**src/rtl/mem_arb_pkg.sv**
```systemverilog
// mem_arb_pkg: shared types and constants for the memory arbiter.
//   slot_state_e    : per-port response slot state
//   PORT_I / PORT_D : port ids, also the encoding of the round-robin pointer
//   WORD_ALIGN_MASK : low address bits that must be zero for a word access
package mem_arb_pkg;

    typedef enum logic {
        SLOT_EMPTY = 1'b0,
        SLOT_FULL  = 1'b1
    } slot_state_e;

    localparam logic PORT_I = 1'b0;
    localparam logic PORT_D = 1'b1;

    localparam logic [1:0] WORD_ALIGN_MASK = 2'b11;

    function automatic logic is_misaligned(input logic [1:0] lsb);
        return (lsb & WORD_ALIGN_MASK) != 2'b00;
    endfunction

endpackage

```
**src/rtl/mem_arbiter_if.sv**
```systemverilog
// mem_arbiter_if: all core-side request/response channels plus the memory
// macro port of the arbiter.
//   slave  : arbiter view (takes requests, drives responses and memory port)
//   master : environment view (core requesters + memory macro)
interface mem_arbiter_if #(
    parameter int ADDR_W = 32,
    parameter int DATA_W = 32
);
    // fetch port
    logic                  i_req_valid;
    logic                  i_req_ready;
    logic [ADDR_W-1:0]     i_req_addr;
    logic                  i_rsp_valid;
    logic                  i_rsp_ready;
    logic [DATA_W-1:0]     i_rsp_data;
    logic                  i_rsp_err;
    // data port
    logic                  d_req_valid;
    logic                  d_req_ready;
    logic [ADDR_W-1:0]     d_req_addr;
    logic                  d_req_we;
    logic [DATA_W-1:0]     d_req_wdata;
    logic [DATA_W/8-1:0]   d_req_be;
    logic                  d_rsp_valid;
    logic                  d_rsp_ready;
    logic [DATA_W-1:0]     d_rsp_data;
    logic                  d_rsp_err;
    // memory macro
    logic [ADDR_W-3:0]     mem_addr;
    logic                  mem_we;
    logic [DATA_W/8-1:0]   mem_be;
    logic [DATA_W-1:0]     mem_wdata;
    logic [DATA_W-1:0]     mem_rdata;

    modport slave (
        input  i_req_valid, i_req_addr, i_rsp_ready,
        input  d_req_valid, d_req_addr, d_req_we, d_req_wdata, d_req_be, d_rsp_ready,
        input  mem_rdata,
        output i_req_ready, i_rsp_valid, i_rsp_data, i_rsp_err,
        output d_req_ready, d_rsp_valid, d_rsp_data, d_rsp_err,
        output mem_addr, mem_we, mem_be, mem_wdata
    );

    modport master (
        output i_req_valid, i_req_addr, i_rsp_ready,
        output d_req_valid, d_req_addr, d_req_we, d_req_wdata, d_req_be, d_rsp_ready,
        output mem_rdata,
        input  i_req_ready, i_rsp_valid, i_rsp_data, i_rsp_err,
        input  d_req_ready, d_rsp_valid, d_rsp_data, d_rsp_err,
        input  mem_addr, mem_we, mem_be, mem_wdata
    );

endinterface

```
**src/rtl/mem_arb_slot.sv**
```systemverilog
// mem_arb_slot: one-entry registered response slot for one arbiter port.
//   clk, rst     : clock, async active-high reset (drops the slot)
//   i_cap        : port granted this cycle; load i_cap_data / i_cap_err
//   i_rsp_ready  : consumer accepts the response this cycle
//   o_free       : slot can take a new grant this cycle (empty or draining)
//   o_rsp_*      : registered response channel
module mem_arb_slot
    import mem_arb_pkg::*;
#(
    parameter int DATA_W = 32
) (
    input  logic              clk,
    input  logic              rst,
    input  logic              i_cap,
    input  logic [DATA_W-1:0] i_cap_data,
    input  logic              i_cap_err,
    input  logic              i_rsp_ready,
    output logic              o_free,
    output logic              o_rsp_valid,
    output logic [DATA_W-1:0] o_rsp_data,
    output logic              o_rsp_err
);

    slot_state_e       r_state;
    slot_state_e       w_state_nxt;
    logic [DATA_W-1:0] r_data;
    logic              r_err;

    always_ff @(posedge clk or posedge rst) begin
        if (rst) r_state <= SLOT_EMPTY;
        else     r_state <= w_state_nxt;
    end

    // A capture wins over a drain: drain + regrant in one cycle stays FULL.
    always_comb begin
        w_state_nxt = r_state;
        if (i_cap)
            w_state_nxt = SLOT_FULL;
        else if (r_state == SLOT_FULL && i_rsp_ready)
            w_state_nxt = SLOT_EMPTY;
    end

    always_ff @(posedge clk or posedge rst) begin
        if (rst) begin
            r_data <= '0;
            r_err  <= 1'b0;
        end else if (i_cap) begin
            r_data <= i_cap_data;
            r_err  <= i_cap_err;
        end
    end

    assign o_free      = (r_state == SLOT_EMPTY) || i_rsp_ready;
    assign o_rsp_valid = (r_state == SLOT_FULL);
    assign o_rsp_data  = r_data;
    assign o_rsp_err   = r_err;

endmodule

```
**src/rtl/mem_arbiter.sv**
```systemverilog
// mem_arbiter: shares one word-addressed memory between the fetch (i_*) and
// load/store (d_*) ports of the core. At most one access per cycle against
// the memory's combinational read path; responses are registered in a
// one-entry slot per port (1-cycle latency, 1/cycle per port).
//   clk, rst : clock, async active-high reset
//   bus      : mem_arbiter_if.slave - both request/response channels and
//              the memory macro port (mem_addr is a word index)
// Build option: MEM_ARB_RR_EN - round-robin between ports on conflict;
// undefined gives fixed data-first priority.
module mem_arbiter
    import mem_arb_pkg::*;
#(
    parameter int ADDR_W = 32,
    parameter int DATA_W = 32
) (
    input  logic          clk,
    input  logic          rst,
    mem_arbiter_if.slave  bus
);

    localparam int BE_W = DATA_W / 8;

    logic              w_i_free, w_d_free;
    logic              w_i_elig, w_d_elig;
    logic              w_gnt_i, w_gnt_d, w_any;
    logic [ADDR_W-1:0] w_addr;
    logic              w_mis, w_store;
    logic [DATA_W-1:0] w_cap_data;
    logic [ADDR_W-3:0] w_mem_addr;
    logic [DATA_W-1:0] w_mem_wdata;
    logic [ADDR_W-3:0] r_mem_addr;
    logic [DATA_W-1:0] r_mem_wdata;

    // Nothing is granted while reset is held, so the memory port shows its
    // reset values even if requesters are already asserting valid.
    assign w_i_elig = bus.i_req_valid & w_i_free & ~rst;
    assign w_d_elig = bus.d_req_valid & w_d_free & ~rst;

`ifdef MEM_ARB_RR_EN
    logic r_ptr;

    // Pointer names the port that wins the next conflict; it flips to the
    // loser after each contested grant so neither port starves.
    always_ff @(posedge clk or posedge rst) begin
        if (rst)
            r_ptr <= PORT_D;
        else if (w_i_elig && w_d_elig)
            r_ptr <= w_gnt_d ? PORT_I : PORT_D;
    end

    assign w_gnt_d = w_d_elig & (~w_i_elig | (r_ptr == PORT_D));
`else
    assign w_gnt_d = w_d_elig;
`endif

    assign w_gnt_i = w_i_elig & ~w_gnt_d;
    assign w_any   = w_gnt_i | w_gnt_d;

    assign bus.i_req_ready = w_gnt_i;
    assign bus.d_req_ready = w_gnt_d;

    assign w_addr  = w_gnt_d ? bus.d_req_addr : bus.i_req_addr;
    assign w_mis   = is_misaligned(w_addr[1:0]);
    assign w_store = w_gnt_d & bus.d_req_we;

    // Misaligned accesses still take the grant but never touch memory.
    assign bus.mem_we = w_store & ~w_mis;
    assign bus.mem_be = bus.mem_we ? bus.d_req_be : {BE_W{1'b0}};

    // Address and write data hold their last driven value between grants.
    assign w_mem_addr  = w_any   ? w_addr[ADDR_W-1:2] : r_mem_addr;
    assign w_mem_wdata = w_gnt_d ? bus.d_req_wdata    : r_mem_wdata;
    assign bus.mem_addr  = w_mem_addr;
    assign bus.mem_wdata = w_mem_wdata;

    always_ff @(posedge clk or posedge rst) begin
        if (rst) begin
            r_mem_addr  <= '0;
            r_mem_wdata <= '0;
        end else begin
            r_mem_addr  <= w_mem_addr;
            r_mem_wdata <= w_mem_wdata;
        end
    end

    // Only one port is granted per cycle, so both slots share one capture word.
    assign w_cap_data = (w_mis | w_store) ? {DATA_W{1'b0}} : bus.mem_rdata;

    mem_arb_slot #(.DATA_W(DATA_W)) u_slot_i (
        .clk         (clk),
        .rst         (rst),
        .i_cap       (w_gnt_i),
        .i_cap_data  (w_cap_data),
        .i_cap_err   (w_mis),
        .i_rsp_ready (bus.i_rsp_ready),
        .o_free      (w_i_free),
        .o_rsp_valid (bus.i_rsp_valid),
        .o_rsp_data  (bus.i_rsp_data),
        .o_rsp_err   (bus.i_rsp_err)
    );

    mem_arb_slot #(.DATA_W(DATA_W)) u_slot_d (
        .clk         (clk),
        .rst         (rst),
        .i_cap       (w_gnt_d),
        .i_cap_data  (w_cap_data),
        .i_cap_err   (w_mis),
        .i_rsp_ready (bus.d_rsp_ready),
        .o_free      (w_d_free),
        .o_rsp_valid (bus.d_rsp_valid),
        .o_rsp_data  (bus.d_rsp_data),
        .o_rsp_err   (bus.d_rsp_err)
    );

endmodule
```
**src/flat_wrapper.sv**
```systemverilog
// flat-port wrapper written by rule: the top's interface ports become plain ports
module mem_arbiter_flat import mem_arb_pkg::*;
#(
    parameter int ADDR_W = 32,
    parameter int DATA_W = 32
)
  (clk, rst, bus_i_req_valid, bus_i_req_addr, bus_i_rsp_ready, bus_d_req_valid, bus_d_req_addr, bus_d_req_we, bus_d_req_wdata, bus_d_req_be, bus_d_rsp_ready, bus_mem_rdata, bus_i_req_ready, bus_i_rsp_valid, bus_i_rsp_data, bus_i_rsp_err, bus_d_req_ready, bus_d_rsp_valid, bus_d_rsp_data, bus_d_rsp_err, bus_mem_addr, bus_mem_we, bus_mem_be, bus_mem_wdata);
  mem_arbiter_if #(.ADDR_W(ADDR_W), .DATA_W(DATA_W)) bus_i ();
  input  logic clk;
  input  logic rst;
  input wire logic [$bits(bus_i.i_req_valid)-1:0] bus_i_req_valid;
  input wire logic [$bits(bus_i.i_req_addr)-1:0] bus_i_req_addr;
  input wire logic [$bits(bus_i.i_rsp_ready)-1:0] bus_i_rsp_ready;
  input wire logic [$bits(bus_i.d_req_valid)-1:0] bus_d_req_valid;
  input wire logic [$bits(bus_i.d_req_addr)-1:0] bus_d_req_addr;
  input wire logic [$bits(bus_i.d_req_we)-1:0] bus_d_req_we;
  input wire logic [$bits(bus_i.d_req_wdata)-1:0] bus_d_req_wdata;
  input wire logic [$bits(bus_i.d_req_be)-1:0] bus_d_req_be;
  input wire logic [$bits(bus_i.d_rsp_ready)-1:0] bus_d_rsp_ready;
  input wire logic [$bits(bus_i.mem_rdata)-1:0] bus_mem_rdata;
  output wire logic [$bits(bus_i.i_req_ready)-1:0] bus_i_req_ready;
  output wire logic [$bits(bus_i.i_rsp_valid)-1:0] bus_i_rsp_valid;
  output wire logic [$bits(bus_i.i_rsp_data)-1:0] bus_i_rsp_data;
  output wire logic [$bits(bus_i.i_rsp_err)-1:0] bus_i_rsp_err;
  output wire logic [$bits(bus_i.d_req_ready)-1:0] bus_d_req_ready;
  output wire logic [$bits(bus_i.d_rsp_valid)-1:0] bus_d_rsp_valid;
  output wire logic [$bits(bus_i.d_rsp_data)-1:0] bus_d_rsp_data;
  output wire logic [$bits(bus_i.d_rsp_err)-1:0] bus_d_rsp_err;
  output wire logic [$bits(bus_i.mem_addr)-1:0] bus_mem_addr;
  output wire logic [$bits(bus_i.mem_we)-1:0] bus_mem_we;
  output wire logic [$bits(bus_i.mem_be)-1:0] bus_mem_be;
  output wire logic [$bits(bus_i.mem_wdata)-1:0] bus_mem_wdata;
  assign bus_i.i_req_valid = bus_i_req_valid;
  assign bus_i.i_req_addr = bus_i_req_addr;
  assign bus_i.i_rsp_ready = bus_i_rsp_ready;
  assign bus_i.d_req_valid = bus_d_req_valid;
  assign bus_i.d_req_addr = bus_d_req_addr;
  assign bus_i.d_req_we = bus_d_req_we;
  assign bus_i.d_req_wdata = bus_d_req_wdata;
  assign bus_i.d_req_be = bus_d_req_be;
  assign bus_i.d_rsp_ready = bus_d_rsp_ready;
  assign bus_i.mem_rdata = bus_mem_rdata;
  assign bus_i_req_ready = bus_i.i_req_ready;
  assign bus_i_rsp_valid = bus_i.i_rsp_valid;
  assign bus_i_rsp_data = bus_i.i_rsp_data;
  assign bus_i_rsp_err = bus_i.i_rsp_err;
  assign bus_d_req_ready = bus_i.d_req_ready;
  assign bus_d_rsp_valid = bus_i.d_rsp_valid;
  assign bus_d_rsp_data = bus_i.d_rsp_data;
  assign bus_d_rsp_err = bus_i.d_rsp_err;
  assign bus_mem_addr = bus_i.mem_addr;
  assign bus_mem_we = bus_i.mem_we;
  assign bus_mem_be = bus_i.mem_be;
  assign bus_mem_wdata = bus_i.mem_wdata;
  mem_arbiter #(.ADDR_W(ADDR_W), .DATA_W(DATA_W)) u_core (.clk(clk), .rst(rst), .bus(bus_i));
endmodule
```
**config.mk**
```make
export PLATFORM = sky130hd
export DESIGN_NAME = mem_arbiter_flat
export DESIGN_NICKNAME = d
export VERILOG_FILES = /design/src/rtl/mem_arb_pkg.sv /design/src/rtl/mem_arbiter_if.sv /design/src/rtl/mem_arb_slot.sv /design/src/rtl/mem_arbiter.sv /design/src/flat_wrapper.sv
export SDC_FILE = /design/constraint.sdc
export NUM_CORES = 1
export LEC_CHECK = 0
export CAP_MARGIN = 20
export CORE_MARGIN = 2
export CORE_UTILIZATION = 35
export DETAILED_ROUTE_END_ITERATION = 8
export PLACE_DENSITY_LB_ADDON = 0.15
export SLEW_MARGIN = 20
export SYNTH_ARGS = -nofsm -noshare
export SYNTH_HDL_FRONTEND = slang
export SYNTH_SLANG_ARGS = --single-unit
```
**constraint.sdc**
```tcl
create_clock -name clk -period 13.05 [get_ports clk]
set_clock_uncertainty 0.05 [all_clocks]
set_input_delay 2.61 -clock clk [delete_from_list [all_inputs] [get_ports clk]]
set_output_delay 2.61 -clock clk [all_outputs]
set_load 0.05 [all_outputs]
```
# ---- After elaboration in Yosys (flattened, before gate mapping)
# Index checks and enable logic that the tools add are counted.
dict set report classes {
  n_bitwise 14
  n_mux 9
  n_reduce_logical 7
}
# cell n
set ops {}
lappend ops {{$mux 32} 3}
lappend ops {{$mux 30} 1}
lappend ops {{$and 1x1->1} 7}
lappend ops {{$reduce_bool 2->1} 3}
lappend ops {{$not 1->1} 5}
lappend ops {{$mux 1} 4}
lappend ops {{$mux 4} 1}
lappend ops {{$logic_and 1x1->1} 2}
lappend ops {{$logic_or 1x1->1} 2}
lappend ops {{$or 1x1->1} 2}
dict set report word_totals {
  ff_bits 130
  elab_cells 38
}

# ---- Logic depth before layout (Yosys ltp)
dict set report depth {
  word_depth 9
  depth_mapped 5
}

# ---- Cells and area by module
# A second synthesis with hierarchy kept.
dict set report unflattened {
  cells_unflattened 432
  hier_area_um2 5855.6
}
# mod n_inst area_each_um2 seq_area_each_um2 cells_each
set modules_own_cells {}
lappend modules_own_cells {mem_arbiter 1 3017.9 1551.5 284}
lappend modules_own_cells {mem_arb_slot 2 1418.9 850.8 74}

# ---- Worst setup path before layout
# OpenSTA, ideal clock, no wires.
dict set report synth_path {
  path_kind {input to output}
  startpoint {input rst}
  endpoint {output bus_mem_addr[0]}
  t_arrival_ns 6.996
  required_ns 10.390
  slack_ns 3.394
  path_stages 5
  path_cell_list {inv_1 -> nand3_2 -> buf_2 -> buf_2 -> a31oi_1}
}
dict set report synth_between {
  elab_chain_cells 6
  word_cells_on_any_way 8
}
# item line
set synth_rtl {}
lappend synth_rtl {{start, declared} flat_wrapper.sv:10} ;# input logic rst;
lappend synth_rtl {{$not 1->1 (*)} {mem_arbiter.sv:36, mem_arbiter.sv:37}}
lappend synth_rtl {{$and 1x1->1} mem_arbiter.sv:37} ;# assign w_d_elig = bus.d_req_valid & w_d_free & ~rst;
lappend synth_rtl {{$not 1->1} mem_arbiter.sv:56} ;# assign w_gnt_i = w_i_elig & ~w_gnt_d;
lappend synth_rtl {{$and 1x1->1} mem_arbiter.sv:56}
lappend synth_rtl {{$or 1x1->1} mem_arbiter.sv:57} ;# assign w_any = w_gnt_i | w_gnt_d;
lappend synth_rtl {{$mux 30 (*)} mem_arbiter.sv:71} ;# assign w_mem_addr = w_any ? w_addr[ADDR_W-1:2] : r_mem_addr;
lappend synth_rtl {{end, declared} flat_wrapper.sv:29} ;# output wire logic [$bits(bus_i.mem_addr)-1:0] bus_mem_addr;
# Every way passes the cells marked *; elsewhere a longest branch is shown, timed or not.

# ---- Final worst setup path
dict set report layout_path {
  startpoint {input rst}
  endpoint {output bus_mem_wdata[2]}
}
dict set report layout_between {
  elab_chain_cells 3
}
# item line
set layout_rtl {}
lappend layout_rtl {{$not 1->1} mem_arbiter.sv:37}
lappend layout_rtl {{$and 1x1->1} mem_arbiter.sv:37}
lappend layout_rtl {{$mux 32} mem_arbiter.sv:72} ;# assign w_mem_wdata = w_gnt_d ? bus.d_req_wdata : r_mem_wdata;
lappend layout_rtl {{end, declared} flat_wrapper.sv:32} ;# output wire logic [$bits(bus_i.mem_wdata)-1:0] bus_mem_wdata;
# Every way passes these cells.

==> impl.org <==
** Yosys
- The synthesized design contains 0 enable-type register cells.
- sky130_fd_sc_hd__dfrtp_1 takes more of the synthesized area than any other cell.
- Proportion of synthesized chip area in sequential cells :: 0.591
- Top cells by area, synth :: sky130_fd_sc_hd__dfrtp_1 (59%), sky130_fd_sc_hd__mux2_2 (6.5%), sky130_fd_sc_hd__mux2i_1 (6.0%)
- After synthesis, the netlist uses 27 different library cells.
- Synth Instances :: roughly 480
- The most used flip-flop cell after synthesis is sky130_fd_sc_hd__dfrtp_1.
- Top cell type's share of synthesized area :: 0.591
- After synthesis the netlist holds a flip-flop and latch count of 130.
- Most frequent cells after synthesis :: sky130_fd_sc_hd__dfrtp_1 (130), sky130_fd_sc_hd__inv_1 (36), sky130_fd_sc_hd__mux2i_1 (33), sky130_fd_sc_hd__nand2_1 (33)
- The most common cell in the synthesized netlist is sky130_fd_sc_hd__dfrtp_1.
- The number of nets handed over by synthesis was between 600 and 700.
- Mean area per synthesized cell :: 11.6 um^2
- Async set-or-reset flop fraction in the synthesized netlist :: 1.00
- Combined area of all synthesized cells :: 5500 um^2
- Yosys printed 0 warnings.

** Timing
- Across all hold checks on the routed design, the worst slack comes to approximately 0.45 ns.
- Derived from the worst setup path, the maximum achievable clock frequency is 0.117 GHz.
- The hold violation count in the final report is 0.
- Headroom to the max-slew limit came out at 0.341.
- Final worst path period need :: 8.58 ns
- For the pin with the worst max-slew slack, the measured transition is 0.988 ns.
- Dividing the final minimum period by the clock period gives 0.657.
- Max-slew violations :: 0
- Aggregate negative setup slack :: 0 ns
- Setup violations remaining at the end of the flow were counted as 0.
- Setup repair after global routing left no endpoint under its margin.

** Pwr
- Of the total power, the share spent switching nets is 0.343.
- PwrDens :: approximately 160 nW/um^2
- The internal power of the cells totals about 0.00094 W.
- Switching power :: 0.000490 W
- IR analysis of the VDD net gives a maximum drop of 92.2 uV.
- For this design the static power due to leakage is 3.72 nW.
- Fraction of power consumed by sequential logic :: 0.332
- Of the total power, combinational logic draws 0.322.
- The share of total power dissipated in the clock network is 0.347.

** Clock network
- H-tree lvl count :: 4
- Post-CTS Repair Setup Buffers :: 0
- CTS sink cnt :: 130
- Post-CTS repair changed the size of 0 cells.
- Maximum clock insertion buffer count :: 2
- CTS placed an instance of sky130_fd_sc_hd__clkbuf_16 at the clock tree root.
- TritonCTS Buffers :: 17
- Clock tree from TritonCTS :: built
- Worst-path clk slew :: approximately 0.06 ns
- Latest clock arrival within the worst-skew pair :: 0.41 ns
- Hold repair after CTS inserted 0 buffers.

** Route
- Post-route antenna net violation count :: 0
- Dividing the detail-routed via count by the number of cells gives ~5.0.
- DRC Markers :: 0
- Detailed Route Iter0 Violations :: 213
- Detailed-route via count :: 4764
- Routed wire length :: 17400 um
- Drt first pass iters :: 4
- In the final routed layout, each cell accounts on average for around 18 um.

** Setup path
- Data on the critical path is required at its endpoint by 10.39 ns.
- End of the worst register-to-register path :: u_core.r_mem_wdata[0]$_DFF_PP0_
- Worst R2R Setup Slack :: 10.85 ns
- Maximum fanout count along the critical path :: 56
- Worst-case reg-to-reg path depth :: 4
- Sort of element at the end of the critical path :: primary output
- STA classifies the critical path startpoint as a primary input.
- Reg-to-reg startpoint :: u_core.u_slot_d.o_rsp_valid$_DFFE_PP0P_
- The worst setup path is of the primary input to primary output kind.
- Signal arrival time at the worst endpoint :: 5.92 ns

** Worst hold path
- In this run the most critical hold path is launched from u_core.r_mem_wdata[6]$_DFF_PP0_.
- For hold timing, the worst endpoint is u_core.r_mem_wdata[6]$_DFF_PP0_.
- WHS Path Cells :: 1
- Min-Delay Path Class :: flip-flop to flip-flop

** Global routing
- Pin count of the biggest net entering global routing :: about 80
- The first global-routing pass estimated 26300 um of wire.
- The via count of the first global-routing pass was 4922.
- For this run, the total global-route usage over all layers was measured as 0.205.
- Total congestion overflow after global routing :: 0
- Initial antenna violation count :: 0

** Placement
- Routability-driven placement finished with a final weighted congestion of 0.772.
- Count of port buffers added during placement :: 275
- Once detailed placement completed, the half-perimeter wirelength came to 11900 um.

** Job
- Number of maximum-capacitance violations :: 0

** Finish
- Share of layout cells above drive strength 1 :: 0.107
- Diode count :: 0
- Area growth syn-to-layout :: 63.8%
- Final Net Count :: 875
- Fill cell instance count of the final layout :: about 1.3k
- Final Core Density :: 0.591

** Floorplanning
- Overall die width :: 129 um
- The initial utilization of the core area, before any placement, comes to 0.361.
- The floorplan step defined a die boundary enclosing 16700 um^2.
- Cell Rows :: 45
- Number of I/O pins :: 276
- From bottom edge to top edge, the die measures approximately 130 um.
- Placeable core region :: 15300 um^2

** Outcome
- Result of the run :: complete, no violations
registers in the layout, indices dropped and copies added (netlist names):
signal / cells
u_core.r_mem_addr: 30
u_core.u_slot_d.o_rsp_data: 32
u_core.u_slot_d.o_rsp_err: 1
u_core.u_slot_i.o_rsp_data: 32
u_core.u_slot_i.o_rsp_err: 1
u_core.u_slot_i.o_rsp_valid: 1
u_core.r_mem_wdata: 32
u_core.u_slot_d.o_rsp_valid: 1
area by class of cell:
class | count | area [um^2] | area share
Tap cell | 211 | 264 | 0.0293
Multi-Input combinational cell | 270 | 1940 | 0.216
Sequential cell | 130 | 3250 | 0.361
Clock inverter | 13 | 186 | 0.0207
Inverter | 36 | 140 | 0.0155
Timing Repair Buffer | 281 | 2800 | 0.310
Clock buffer | 18 | 429 | 0.0476
worst max-delay path by stage:
stage | cells after the start | endpoint | startpoint | slack [ns]
after CTS | 6 | bus_mem_wdata[11] | rst | 4.37
after detailed placement | 6 | bus_mem_wdata[11] | rst | 4.37
after floorplan | 5 | bus_mem_addr[0] | rst | 3.39
final | 6 | bus_mem_wdata[2] | rst | 4.47
after global placement | 6 | bus_mem_wdata[11] | rst | 4.47
after global routing | 6 | bus_mem_wdata[11] | rst | 4.21
stage by stage:
step	total power, W	std cells	setup slack [ns]	instance area [um^2]
after floorplan	0.000765	476	3.39	5500
after global placement	0.000938	928	4.47	8380
after detailed placement	0.000943	928	4.37	8390
after CTS	0.00144	959	4.37	9000
after global routing	0.00149	959	4.21	9010
final	0.00143	959	4.47	9010
cell usage in the layout (no fill, tap or decap), drive strengths merged, types with 2 or more instances in the layout:
master and count:
clkdlybuf4s50 275, dfrtp 130, inv 37, nand2 33
mux2i 33, mux2 32, a22o 32, o21ai 31
nand3 31, nor3 30, a31oi 30, clkbuf 18
clkinv 7, buf 6, and3 4, bufinv 4
nand2b 4, nor2b 3, nor2 2
worst max-delay path, stage by stage:
cell,delay (ns)
sky130_fd_sc_hd__clkdlybuf4s50_1,0.55
sky130_fd_sc_hd__inv_6,0.45
sky130_fd_sc_hd__nand3_4,0.59
sky130_fd_sc_hd__buf_4,0.52
sky130_fd_sc_hd__mux2_2,0.32
sky130_fd_sc_hd__clkdlybuf4s50_1,0.81
per-layer routing:
layer | vias to the layer above | global-route usage | wire length [um]
met4 | 0 | 0.0729 | 334
met1 | 2318 | 0.245 | 6820
met2 | 229 | 0.336 | 8210
met5 | - | 0 | 0
li1 | 2191 | - | -
met3 | 26 | 0.0818 | 1990
cells by family (layout without fill, tap and decap cells):
kind of cell	after synthesis	in the layout	share of synthesized area
simple gates	110	110	0.103
flops	130	130	0.591
buf+inv	76	348	0.0641
mux	65	65	0.126
compound gates	95	95	0.116
power by group through the flow:
stage | logic [W] | registers [W] | clock network [W]
floorplan | 0.000221 | 0.000544 | 0
global placement | 0.000459 | 0.000479 | 0
detailed placement | 0.000463 | 0.000480 | 0
CTS | 0.000464 | 0.000474 | 0.000505
global route | 0.000482 | 0.000480 | 0.000525
finish | 0.000460 | 0.000474 | 0.000496
No activity file was read; power rests on OpenSTA's default activity.
